==> config.mk <==
export PLATFORM = sky130hd
export DESIGN_NAME = board_io_ctrl
export DESIGN_NICKNAME = d
export VERILOG_FILES = /design/src/rtl/board_io_ctrl.sv
export SDC_FILE = /design/constraint.sdc
export NUM_CORES = 1
export LEC_CHECK = 0
export ABC_AREA = 1
export CAP_MARGIN = 20
export CORE_ASPECT_RATIO = 0.75
export CORE_UTILIZATION = 45
export CTS_BUF_LIST = sky130_fd_sc_hd__clkbuf_4
export CTS_CLUSTER_SIZE = 8
export DETAILED_ROUTE_END_ITERATION = 10
export GPL_TIMING_DRIVEN = 0
export SLEW_MARGIN = 0
export SYNTH_ARGS = -nofsm -noshare
export SYNTH_HDL_FRONTEND = slang
export SYNTH_SLANG_ARGS = --single-unit
==> constraint.sdc <==
create_clock -name clk -period 5.1 [get_ports clk]
set_clock_uncertainty 0.1 [all_clocks]
set_input_delay 0.51 -clock clk [delete_from_list [all_inputs] [get_ports clk]]
set_output_delay 0.51 -clock clk [all_outputs]
set_load 0.1 [all_outputs]
==> src/rtl/board_io_ctrl.sv <==
// Board I/O front end: synchronizes and debounces switches with edge pulses, and drives
// LEDs in direct, blink, PWM or off mode from free-running prescaler and PWM counters.
`timescale 1ns/1ps
module board_io_ctrl #(
    parameter int N_SW       = 16,
    parameter int N_LED      = 16,
    parameter int DEB_CYCLES = 500000,
    parameter int BLINK_DIV  = 25000000,
    parameter int PWM_BITS   = 8
) (
    input  logic                clk,
    input  logic                rst_n,
    input  logic [N_SW-1:0]     sw_i,
    output logic [N_SW-1:0]     sw_o,
    output logic [N_SW-1:0]     sw_rise_o,
    output logic [N_SW-1:0]     sw_fall_o,
    input  logic [N_LED-1:0]    led_i,
    input  logic [1:0]          led_mode_i,
    input  logic [PWM_BITS-1:0] pwm_duty_i,
    output logic [N_LED-1:0]    led_o
);

    localparam int DW = $clog2(DEB_CYCLES);
    localparam int BW = (BLINK_DIV > 1) ? $clog2(BLINK_DIV) : 1;
    localparam logic [DW-1:0] DEB_LAST   = DW'(DEB_CYCLES - 1);
    localparam logic [BW-1:0] BLINK_LAST = BW'(BLINK_DIV - 1);

    logic [N_SW-1:0]     sync1_q, sync2_q;
    logic [DW-1:0]       deb_cnt_q [N_SW];
    logic [DW-1:0]       deb_cnt_d [N_SW];
    logic [N_SW-1:0]     sw_q, sw_d, rise_q, rise_d, fall_q, fall_d;
    logic [BW-1:0]       presc_q, presc_d;
    logic                phase_q, phase_d;
    logic [PWM_BITS-1:0] pwm_cnt_q, pwm_cnt_d;
    logic                pwm_on_s;
    logic [N_LED-1:0]    led_q, led_d;

    // Debounce: count consecutive mismatch cycles, commit the new level on the last one
    always_comb begin
        deb_cnt_d = deb_cnt_q;
        sw_d      = sw_q;
        rise_d    = '0;
        fall_d    = '0;
        for (int i = 0; i < N_SW; i++) begin
            if (sync2_q[i] == sw_q[i]) begin
                deb_cnt_d[i] = '0;
            end else if (deb_cnt_q[i] == DEB_LAST) begin
                deb_cnt_d[i] = '0;
                sw_d[i]      = sync2_q[i];
                rise_d[i]    = sync2_q[i];
                fall_d[i]    = ~sync2_q[i];
            end else begin
                deb_cnt_d[i] = deb_cnt_q[i] + DW'(1);
            end
        end
    end

    // Blink prescaler and phase toggle on wrap
    always_comb begin
        if (presc_q == BLINK_LAST) begin
            presc_d = '0;
            phase_d = ~phase_q;
        end else begin
            presc_d = presc_q + BW'(1);
            phase_d = phase_q;
        end
    end

    // PWM counter wraps naturally; LED mode select feeds the output register
    always_comb begin
        pwm_cnt_d = pwm_cnt_q + PWM_BITS'(1);
        pwm_on_s  = (pwm_cnt_q < pwm_duty_i);
        case (led_mode_i)
            2'b00:   led_d = led_i;
            2'b01:   led_d = led_i & {N_LED{phase_q}};
            2'b10:   led_d = led_i & {N_LED{pwm_on_s}};
            default: led_d = '0;
        endcase
    end

    // State registers
    always_ff @(posedge clk or negedge rst_n) begin
        if (!rst_n) begin
            sync1_q   <= '0;
            sync2_q   <= '0;
            deb_cnt_q <= '{default: '0};
            sw_q      <= '0;
            rise_q    <= '0;
            fall_q    <= '0;
            presc_q   <= '0;
            phase_q   <= 1'b0;
            pwm_cnt_q <= '0;
            led_q     <= '0;
        end else begin
            sync1_q   <= sw_i;
            sync2_q   <= sync1_q;
            deb_cnt_q <= deb_cnt_d;
            sw_q      <= sw_d;
            rise_q    <= rise_d;
            fall_q    <= fall_d;
            presc_q   <= presc_d;
            phase_q   <= phase_d;
            pwm_cnt_q <= pwm_cnt_d;
            led_q     <= led_d;
        end
    end

    assign sw_o      = sw_q;
    assign sw_rise_o = rise_q;
    assign sw_fall_o = fall_q;
    assign led_o     = led_q;

endmodule
# Word-level counts from Yosys, hierarchy flattened
# Index checks and enable logic that the tools add are counted.
# totals
output_inout_bits	64
in_bits	44
elab_cells	244
ff_bits	434
# op_classes
n_lt_le_gt_ge	1
n_reduce_logical	17
n_eq_ne	35
n_addsub	18
bitwise_logic	35
n_mux	98
# ops
cell	count
two-way mux 19 bit	32
adder 19 x 1 -> 19 bit, second input constant	16
equality test 19 bit, second input constant	16
two-way mux 1 bit	64
one-hot mux 16 bit (3 select lines)	1
inverter 1 bit	33
bitwise AND 16 bit	2
AND reduction 2 bit	16
adder 25 x 1 -> 25 bit, second input constant	1
equality test 25 bit, second input constant	1
two-way mux 25 bit	1
equality test 1 bit	16
adder 8 x 1 -> 8 bit, second input constant	1
< comparator 8 bit	1
equality test 2 x 1 -> 1 bit, second input constant	1
equality test 2 bit, second input constant	1
logical NOT 2 bit	1

# Depth between registers and ports, before layout
# Gate-level depths: netlist (run 1).
# depth
depth_word	3
mapped_depth	12

# Worst setup path before layout (run 1)
# No wires, ideal clock.
# synth_timing
kind	register -> register
from	reg sw_q[3] (netlist: sw_o[3])
to	reg deb_cnt_q[235] (netlist name)
stages_incl_launch_ff	6
required_ns	4.914
path_slack_ns	3.242
t_arrival_ns	1.672
synth_period_minus_slack_ns	1.858
setup_time_ns	0.086
n_path_buf	1
path_cell_list	dfrtp_1 inv_1 nor2_1 nor2_1 clkbuf_1 nor3_1
# synth_rtl
element	line_no	text
start, declared	31	logic [N_SW-1:0] sw_q, sw_d, rise_q, rise_d, fall_q, fall_d;
start signal, assigned	98	sw_q <= sw_d;
end signal, assigned	97	deb_cnt_q <= deb_cnt_d;
end, declared	29	logic [DW-1:0] deb_cnt_q [N_SW];

# Final worst setup path (run 1)
# layout_timing
from	reg sw_q[3] (netlist: sw_o[3])
to	out sw_o[3]
# layout_rtl
element	line_no	text
end, declared	14	output logic [N_SW-1:0] sw_o,
# No word-level cell between the ends.

==> metrics.yaml, run 1 <==
max_slew_margin_pct: 31.0
vdd.ir_drop.worst_uv: 143
io-pin-count: 108
cp.buffers_inverters: 1
synth_top_cells_by_count: "sky130_fd_sc_hd__nor2_1 (628), sky130_fd_sc_hd__nand2_1 (455), sky130_fd_sc_hd__dfrtp_1 (434)"
synthToLayoutAreaGrowth_pct: 15.7
synth_most_common_cell: "sky130_fd_sc_hd__nor2_1"
finish.net_count: 3202
utilization_pct: 53.0
synth_cell_type_count: 36
synth-edff-count: 0
post_synth_inst_count: 2885
std_cell_rows: 70
gr-total-overflow: 0
route.detailed.drc: 0
crit_chain: "clkdlybuf4s50_1"
commonest_register_cell_after_synthesis: "sky130_fd_sc_hd__dfrtp_1"
synth_largest_type_area_fraction_pct: 48.5
synth_async_sr_flop_share_pct: 100
clock_tree.htree_level_count: 3
cap_violations: 0
status: "finished clean"
dp.cells: 3644
drt_pre_antenna_iters: 7
synthesis.area_sq_um: 22400
max_freq_ghz: 0.328
yosys-mux-area-fraction_pct: 0
final-setup-viol-count: 0
crit_path_start_kind: "flip-flop"
total_power_divided_by_cell_area_nw_per_um2: 256
synth_compound_gate_area_share_pct: 3.83
core_area_sq_um: 48900
detailroute.via_count: 19200
post_cts_resize_count: 0
synth_area_leaders: "sky130_fd_sc_hd__dfrtp_1 (49%), sky130_fd_sc_hd__nor2_1 (11%), sky130_fd_sc_hd__nand2_1 (7.6%)"
type_of_the_setup_path_with_the_least_slack: "flip-flop to output port"
crit_path_max_fanout: 4
synth_simple_gate_area_share_pct: 33.2
synthXorXnorAreaFrac_pct: 5.21
initial_antenna_violation_count: 2
final_cell_count_no_fill: 3857
worstSetupEndpointType: "output port"
detail_route.vias_per_cell: 4.97
fp.dieW_um: 259
largest_net_degree_at_the_start_of_global_routing: 121
post_synthesis_net_count: 2957
combinational_family_with_the_most_area_after_synthesis: "simple AND/OR/NAND/NOR gates"
synth_sequential_area_ratio_pct: 48.5
clockRootBuffer: "sky130_fd_sc_hd__clkbuf_4"
setup_slack_ns: 2.05
grt_util_all_layers_pct: 19.7
yosys_register_bits: 434
n_fill_cell: 4671
slew_viol_final: 0
start_util_pct: 45.8
rsz0062_at_grt: "no"
gp_routability_congestion: 0.915
source_to_sink_clock_delay_at_the_later_pin_of_the_worst_skew_pair_ns: 0.86
numCtsBuffers: 108
mean_syn_cell_area_sq_um: 7.75
drtIter0Drc: 1345
global_route_wire_length_before_repair_um: 84500
finalCritPeriodShare_pct: 59.8
cp.required_ns: 4.49
clkTransAtPathRegs_ns: 0.07
layout-drive-gt1-share_pct: 6.64
design_power_total_mw: 6.62
tritoncts_num_sinks: 434
critPathSlowestCell: "sky130_fd_sc_hd__clkdlybuf4s50_1"
timing.critical_path.arrival_ns: 2.44
die_span_in_y_um: 195
fin_setup_tns_ns: 0
wl_per_cell_um: 12.5
routed_wl_um: 48400
p_leak_nw: 11.2
via_count_of_the_first_global_routing_pass: 18300
synth_top_area_cell: "sky130_fd_sc_hd__dfrtp_1"
cts_tree: "done"
worst-slew-pin-transition_ns: 1.03
final_period_minus_worst_setup_slack_ns: 3.05
place.port_buffers: 107
cp_top_family: "buffers and inverters"
cts_max_path_buffers: 3
die_ar_sq_um: 50600
hold_violations: 0
drtAntennaViolNets: 0
adder_cell_fraction_of_synth_area_pct: 1.57
place.detailed.hpwl_um: 34300
holdCritPathClass: "input pin to async pin"
postCtsSetupRepairBufs: 0
yosysWarnings: 0
post-place-ws_ns: 2.65
cpPeakStageDelay_ns: 1.19
[timing repair]
item                       in CTS  in global routing
setup endpoints to repair       0                  0
hold endpoints to repair      236                  0
hold buffers                   24                  0
[cell families (layout without fill, tap and decap cells)]
group,after synthesis,count (layout)
flip-flops,434,434
AO/OA/AOI/OAI,156,156
adder cells (fa/ha/maj),28,28
XOR/XNOR,133,133
buffers and inverters,456,777
other,0,3
AND/OR/NAND/NOR,1678,1678
[power by group]
group / total (mW) / switching (mW) / internal, mW / leakage (nW)
logic: 0.335 / 0.230 / 0.105 / 4.50
clock network: 2.75 / 1.41 / 1.34 / 0.752
registers: 3.53 / 0.0350 / 3.49 / 5.91
[state kept, by name (all words and copies together), names as in the netlist]
register,count
phase_q,1
sw_rise_o,16
pwm_cnt_q,8
sync1_q,16
deb_cnt_q,304
sw_fall_o,16
led_o,16
presc_q,25
sw_o,16
sync2_q,16
[layout by cell type, fill, tap and decap left out, types with 15 or more instances in the layout]
cell type,instances
sky130_fd_sc_hd__dfrtp_1,434
sky130_fd_sc_hd__a21oi_1,78
sky130_fd_sc_hd__clkinv_1,30
sky130_fd_sc_hd__nand2_1,455
sky130_fd_sc_hd__xnor2_1,19
sky130_fd_sc_hd__ha_1,28
sky130_fd_sc_hd__nor2_1,628
sky130_fd_sc_hd__nor3b_1,21
sky130_fd_sc_hd__xor2_1,114
sky130_fd_sc_hd__clkdlybuf4s50_1,106
sky130_fd_sc_hd__dlygate4sd3_1,24
sky130_fd_sc_hd__nor3_1,209
sky130_fd_sc_hd__clkbuf_4,149
sky130_fd_sc_hd__nand4_1,151
sky130_fd_sc_hd__o21ai_0,40
sky130_fd_sc_hd__nand3_1,167
sky130_fd_sc_hd__inv_1,433
sky130_fd_sc_hd__clkbuf_1,18
sky130_fd_sc_hd__nor2_2,15
[worst paths after layout]
| path | slack (ns) | endpoint | startpoint | depth (start not counted) |
|---|---|---|---|---|
| setup / recovery | 2.05 | sw_o[3] | sw_o[3]$_DFFE_PN0P_ | 1 |
| hold / removal | 0.11 | deb_cnt_q[222]$_DFF_PN0_ | rst_n | 2 |
| setup reg to reg | 3.04 | deb_cnt_q[89]$_DFF_PN0_ | deb_cnt_q[76]$_DFF_PN0_ | 6 |
| hold reg to reg | 0.25 | sync2_q[10]$_DFF_PN0_ | sync1_q[10]$_DFF_PN0_ | 0 |
| max in group asynchronous | 3.41 | deb_cnt_q[22]$_DFF_PN0_ | rst_n | 4 |
| min in group clk | 0.13 | led_o[8]$_DFF_PN0_ | led_i[8] | 3 |
[layout make-up]
| cell class | count | area, sq um | area share (%) |
|---|---|---|---|
| tap | 648 | 811 | 3.13 |
| buffer | 21 | 82.6 | 0.319 |
| clock buffer | 149 | 1120 | 4.32 |
| antenna | 3 | 7.51 | 0.0290 |
| clock inverter | 37 | 153 | 0.590 |
| multi-input combinational | 1995 | 9790 | 37.8 |
| timing repair buffer | 135 | 1430 | 5.51 |
| inverter | 435 | 1630 | 6.31 |
| sequential | 434 | 10900 | 42.0 |
[routing by layer]
metal  global-route usage [%]  vias to the layer above  wire, um  share of wire, %
li1                         -                     9819         -                 -
met1                     29.1                     8833     24600                51
met2                     28.2                      452     19900                41
met3                     5.11                       81      3000               6.2
met4                     5.66                        0       840               1.7
met5                        0                        -         0                 0
[through the flow]
stage / area (sq um) / hold slack, ns
final: 25900 / 0.115
after global routing: 25900 / 0.0325
after CTS: 25900 / 0.00122
after detailed placement: 24400 / 0.236
after global placement: 24300 / 0.231
after floorplan: 22400 / 0.114
Note: power is estimated with default switching activity, not from simulation.
==> inputs of run 2 (changes only) <==
clock period = 3 ns   (was 5.1 ns; I/O delays follow)
==> metrics.yaml, run 2 (synthesis results as in run 1) <==
status: "finished clean"  # unchanged
n_fill_cell: 4655  # was 4671
die_ar_sq_um: 50600  # unchanged
largest_net_degree_at_the_start_of_global_routing: 121  # unchanged
cap_violations: 0  # unchanged
grt_util_all_layers_pct: 19.8  # was 19.7%
rsz0062_at_grt: "no"  # unchanged
worst_hold_slack_ns: 0.231  # was 0.115 ns
final-setup-viol-count: 0  # unchanged
critPathSlowestCell: "sky130_fd_sc_hd__clkdlybuf4s50_1"  # unchanged
vdd.ir_drop.worst_uv: 244  # was 143 uV
layout-drive-gt1-share_pct: 6.65  # was 6.64%
final_period_minus_worst_setup_slack_ns: 2.85
std_cell_rows: 70  # unchanged
tritoncts_num_sinks: 434  # unchanged
slew_viol_final: 0  # unchanged
gr-total-overflow: 0  # unchanged
cpPeakStageDelay_ns: 1.17  # was 1.19 ns
timing.critical_path.arrival_ns: 2.45  # was 2.44 ns
hold_violations: 0  # unchanged
place.detailed.hpwl_um: 34300  # unchanged
finalCritPeriodShare_pct: 95.0
max_freq_ghz: 0.351
place.port_buffers: 107  # unchanged
route.detailed.drc: 0  # unchanged
register_ranked_first_by_flip_flop_count: "deb_cnt_q"  # unchanged
crit_chain: "clkdlybuf4s50_1"  # unchanged
holdCritPathClass: "input pin to flip-flop"  # was input pin to async pin
source_to_sink_clock_delay_at_the_later_pin_of_the_worst_skew_pair_ns: 0.86  # about the same
initial_antenna_violation_count: 2  # unchanged
drtAntennaViolNets: 0  # unchanged
cp.required_ns: 2.60  # was 4.49 ns
routed_wl_um: 48500  # was 48400 um
critical_path.reg2reg.startpoint: "deb_cnt_q[19]$_DFF_PN0_"  # was deb_cnt_q[76]$_DFF_PN0_
via_count_of_the_first_global_routing_pass: 18400  # was 18300
fp.dieW_um: 259  # unchanged
die_span_in_y_um: 195  # unchanged
clockRootBuffer: "sky130_fd_sc_hd__clkbuf_4"  # unchanged
biggestRegsByFlops: "deb_cnt_q (304), presc_q (25)"  # unchanged
finish.net_count: 3213  # was 3202
startpoint: "sw_o[5]$_DFFE_PN0P_"  # was sw_o[3]$_DFFE_PN0P_
detailroute.via_count: 19200  # about the same
gp_routability_congestion: 0.915  # unchanged
cp_top_family: "buffers and inverters"  # unchanged
detail_route.vias_per_cell: 4.96  # was 4.97
crit_path_max_fanout: 4  # unchanged
type_of_the_setup_path_with_the_least_slack: "flip-flop to output port"  # unchanged
crit_path_start_kind: "flip-flop"  # unchanged
postCtsSetupRepairBufs: 0  # unchanged
clkTransAtPathRegs_ns: 0.07  # about the same
cts_max_path_buffers: 3  # unchanged
wl_per_cell_um: 12.5  # about the same
final_common_cell: "sky130_fd_sc_hd__nor2_1"  # unchanged
worst-slew-pin-transition_ns: 1.04  # was 1.03 ns
cp.buffers_inverters: 1  # unchanged
synthToLayoutAreaGrowth_pct: 16.3  # was 15.7%
worstSetupEndpointType: "output port"  # unchanged
detailed_place.area_sq_um: 24400  # unchanged
global_route_wire_length_before_repair_um: 84700  # was 84500 um
numCtsBuffers: 108  # unchanged
max_slew_margin_pct: 30.5  # was 31.0%
start_util_pct: 45.8  # unchanged
layout.cell_area.non_filler_sq_um: 26000  # was 25900 sq um
clock_tree.htree_level_count: 3  # unchanged
layout.cells.most_common_list: "sky130_fd_sc_hd__nor2_1 (628), sky130_fd_sc_hd__nand2_1 (455), sky130_fd_sc_hd__dfrtp_1 (434)"  # unchanged
p_leak_nw: 11.2  # about the same
drtIter0Drc: 1257  # was 1345
drt_pre_antenna_iters: 5  # was 7
io-pin-count: 108  # unchanged
core_area_sq_um: 48900  # unchanged
cts_tree: "done"  # unchanged
total_power_divided_by_cell_area_nw_per_um2: 433  # was 256 nW/um^2
largest_register_ff_count: 304  # unchanged
hold_path.startpoint: "led_mode_i[0]"
## run 2: cell types whose count changed in the layout (fill, tap and decap cells not counted)
cell / change
sky130_fd_sc_hd__dlymetal6s2s_1: +1
sky130_fd_sc_hd__clkdlybuf4s50_1: -1
sky130_fd_sc_hd__dlygate4sd3_1: +10
sky130_fd_sc_hd__buf_16: +1
## run 2: worst paths after layout
kind	endpoint	slack [ns]	cells past startpoint
worst max register to register	deb_cnt_q[28]$_DFF_PN0_	0.93	6
worst min-delay path	led_o[15]$_DFF_PN0_	0.23	5
min in group asynchronous	deb_cnt_q[220]$_DFF_PN0_	0.50	4
worst min register to register	sync2_q[10]$_DFF_PN0_	0.25	0
max in group asynchronous	deb_cnt_q[22]$_DFF_PN0_	1.34	5
worst max-delay path	sw_o[5]	0.15	1
## run 2: cell type report
| type | count | area, sq um | share of cell area, % |
|---|---|---|---|
| clock buffers | 149 | 1120 | 4.30 |
| clock inverters | 37 | 153 | 0.587 |
| plain buffers | 21 | 82.6 | 0.317 |
| inverters | 435 | 1630 | 6.28 |
| well taps | 648 | 811 | 3.12 |
| repair buffers | 146 | 1560 | 5.98 |
| diodes | 3 | 7.51 | 0.0289 |
| flip-flops and latches | 434 | 10900 | 41.7 |
| multi-input cells | 1995 | 9790 | 37.6 |
## run 2: tightest hold or removal path, delay by kind of cell
kind	cells	cell delay (ns)
AO/OA/AOI/OAI	1	0.03
AND/OR/NAND/NOR	1	0.07
buffers and inverters	2	0.59
adder cells (fa/ha/maj)	1	0.15
## run 2: what timing repair did
| item | in CTS | in global routing |
|---|---|---|
| hold buffers | 35 | 0 |
| endpoints found under the hold margin | 245 | 0 |
| gates resized for setup | 0 | 1 |
| setup endpoints to repair | 0 | 1 |
## run 2: report_power, final
group	switching (mW)	total (mW)	internal, mW
clock network	2.40	4.68	2.28
logic	0.394	0.585	0.191
registers	0.0595	5.99	5.94
## run 2: routing by layer
layer / vias to the layer above / wire, um / GRT usage [%]
met5: - / 0 / 0
li1: 9847 / - / -
met3: 83 / 2960 / 5.09
met1: 8819 / 24700 / 29.1
met2: 450 / 19900 / 28.4
met4: 0 / 870 / 5.66
## run 2: per-stage QoR
stage	power, mW	worst slack [ns]	utilization (%)	cells	setup TNS [ns]
floorplan	6.37	1.14	-	2885	0
global placement	6.65	-17.86	49.6	3640	-7729.86
detailed placement	6.67	0.760	49.9	3644	0
CTS	11.5	0.00525	53.2	3865	0
global route	11.9	0.00141	53.2	3868	0
finish	11.3	0.151	53.2	3868	0
==> inputs of run 3 (changes only) <==
CTS_CLUSTER_SIZE = 30   (was 8)
==> metrics.yaml, run 3 (synthesis results as in run 1) <==
initial_antenna_violation_count: 2  # unchanged
routed_wl_um: 48500  # about the same
worstSetupEndpointType: "output port"  # unchanged
place.port_buffers: 107  # unchanged
via_count_of_the_first_global_routing_pass: 18400  # about the same
max_slew_margin_pct: 31.0  # was 30.5%
fp.dieW_um: 259  # unchanged
largest_register_ff_count: 304  # unchanged
hold_path.startpoint: "led_mode_i[0]"  # unchanged
cp_top_family: "buffers and inverters"  # unchanged
biggestRegsByFlops: "deb_cnt_q (304), presc_q (25)"  # unchanged
timing.critical_path.arrival_ns: 2.45  # about the same
detail_route.vias_per_cell: 4.97  # was 4.96
wl_per_cell_um: 12.5  # about the same
drtAntennaViolNets: 0  # unchanged
detailroute.via_count: 19200  # about the same
layout-drive-gt1-share_pct: 6.65  # unchanged
clock_tree.htree_level_count: 3  # unchanged
n_fill_cell: 4655  # unchanged
finalCritPeriodShare_pct: 94.9  # was 95.0%
layout.cells.most_common_list: "sky130_fd_sc_hd__nor2_1 (628), sky130_fd_sc_hd__nand2_1 (455), sky130_fd_sc_hd__dfrtp_1 (434)"  # unchanged
sw_frac_of_total_pct: 25.3  # about the same
crit_cells: 1  # unchanged
status: "finished clean"  # unchanged
register_ranked_first_by_flip_flop_count: "deb_cnt_q"  # unchanged
critPathSlowestCell: "sky130_fd_sc_hd__clkdlybuf4s50_1"  # unchanged
gr-total-overflow: 0  # unchanged
source_to_sink_clock_delay_at_the_later_pin_of_the_worst_skew_pair_ns: 0.86  # about the same
route.detailed.drc: 0  # unchanged
drtIter0Drc: 1270  # was 1257
crit_path_start_kind: "flip-flop"  # unchanged
total_power_divided_by_cell_area_nw_per_um2: 433  # about the same
final_common_cell: "sky130_fd_sc_hd__nor2_1"  # unchanged
rsz0062_at_grt: "no"  # unchanged
clkTransAtPathRegs_ns: 0.07  # about the same
finish.net_count: 3213  # unchanged
p_switching_mw: 2.85  # about the same
layout.cell_area.non_filler_sq_um: 26000  # unchanged
worst-slew-pin-transition_ns: 1.03  # was 1.04 ns
p_leak_nw: 11.2  # unchanged
vdd.ir_drop.worst_uv: 244  # about the same
slew_viol_final: 0  # unchanged
cap_violations: 0  # unchanged
share_clk_of_total_power_pct: 41.6  # about the same
reg2reg_slack_ns: 0.94  # was 0.93 ns
max_freq_ghz: 0.351  # about the same
whs_endpoint: "led_o[15]$_DFF_PN0_"  # unchanged
crit_chain: "clkdlybuf4s50_1"  # unchanged
drt_pre_antenna_iters: 5  # unchanged
cpPeakStageDelay_ns: 1.17  # about the same
design_power_total_mw: 11.3  # about the same
cp.required_ns: 2.60  # about the same
core_area_sq_um: 48900  # unchanged
cts_max_path_buffers: 3  # unchanged
die_ar_sq_um: 50600  # unchanged
hold_violations: 0  # unchanged
r2r_end: "deb_cnt_q[89]$_DFF_PN0_"  # was deb_cnt_q[28]$_DFF_PN0_
largest_net_degree_at_the_start_of_global_routing: 121  # unchanged
grt_util_all_layers_pct: 19.8  # unchanged
io-pin-count: 108  # unchanged
gp_routability_congestion: 0.915  # unchanged
detailed_place.area_sq_um: 24400  # unchanged
final_period_minus_worst_setup_slack_ns: 2.85  # about the same
comb_power_share_pct: 5.2  # about the same
global_route_wire_length_before_repair_um: 84700  # unchanged
start_util_pct: 45.8  # unchanged
die_span_in_y_um: 195  # unchanged
cts_tree: "done"  # unchanged
type_of_the_setup_path_with_the_least_slack: "flip-flop to output port"  # unchanged
min_delay_path_depth: 5  # unchanged
reg2reg_depth: 6  # unchanged
clockRootBuffer: "sky130_fd_sc_hd__clkbuf_4"  # unchanged
crit_path_max_fanout: 4  # unchanged
final-setup-viol-count: 0  # unchanged
numCtsBuffers: 108  # unchanged
seq_power_share_pct: 53.2  # about the same
cp.buffers_inverters: 1  # unchanged
critical_path.reg2reg.startpoint: "deb_cnt_q[76]$_DFF_PN0_"  # was deb_cnt_q[19]$_DFF_PN0_
holdCritPathClass: "input pin to flip-flop"  # unchanged
cellInternalPower_mw: 8.41  # about the same
std_cell_rows: 70  # unchanged
tritoncts_num_sinks: 434  # unchanged
synthToLayoutAreaGrowth_pct: 16.3  # unchanged
place.detailed.hpwl_um: 34300  # unchanged
## run 3: through the flow
step | setup TNS [ns] | std cells | utilization [%] | worst slack [ns] | hold WS (ns)
2_1_floorplan | 0 | 2885 | - | 1.14 | -0.0956
3_3_place_gp | -7729.86 | 3640 | 49.6 | -17.86 | 0.231
3_5_place_dp | 0 | 3644 | 49.9 | 0.760 | 0.197
4_1_cts | 0 | 3865 | 53.2 | 0.00525 | 0.111
5_1_grt | 0 | 3868 | 53.2 | 0.00141 | 0.178
6_report | 0 | 3868 | 53.2 | 0.154 | 0.234
## run 3: what timing repair did
action | 4_1_cts | 5_1_grt
hold endpoints to repair | 245 | 0
setup buffers | 0 | 0
endpoints found under the setup margin | 0 | 1
hold buffers | 35 | 0
resized for setup | 0 | 1
## run 3: area by class of cell
class,instances,area (sq um),area share [%]
diodes,3,7.51,0.0289
plain buffers,21,82.6,0.317
clock buffers,149,1120,4.30
clock inverters,37,153,0.587
inverters,435,1630,6.28
multi-input cells,1995,9790,37.6
flip-flops and latches,434,10900,41.7
well taps,648,811,3.12
repair buffers,146,1560,5.98
## run 3: power groups by stage
stage / registers [mW] / clock network [mW] / logic [mW]
after floorplan: 6.18 / 0 / 0.193
after global placement: 6.11 / 0 / 0.537
after detailed placement: 6.10 / 0 / 0.561
after CTS: 5.99 / 4.94 / 0.603
after global routing: 6.00 / 5.25 / 0.670
final: 6.00 / 4.68 / 0.586
## run 3: how the worst max path moves through the flow
| stage | startpoint | to | slack [ns] |
|---|---|---|---|
| floorplan | sw_o[3]$_DFFE_PN0P_ | deb_cnt_q[235]$_DFF_PN0_ | 1.14 |
| global placement | rst_n | deb_cnt_q[161]$_DFF_PN0_ | -17.86 |
| detailed placement | pwm_duty_i[7] | led_o[2]$_DFF_PN0_ | 0.76 |
| CTS | sw_o[3]$_DFFE_PN0P_ | sw_o[3] | 0.005 |
| global route | sw_o[5]$_DFFE_PN0P_ | sw_o[5] | 0.001 |
| finish | sw_o[5]$_DFFE_PN0P_ | sw_o[5] | 0.15 |
## run 3: metal layers
metal  up-vias  track usage, %  routed length [um]
li1       9847               -                   -
met3        83            5.09                2920
met1      8837            29.1               24800
met4         0            5.66                 868
met2       452            28.4               19900
met5         -               0                   0
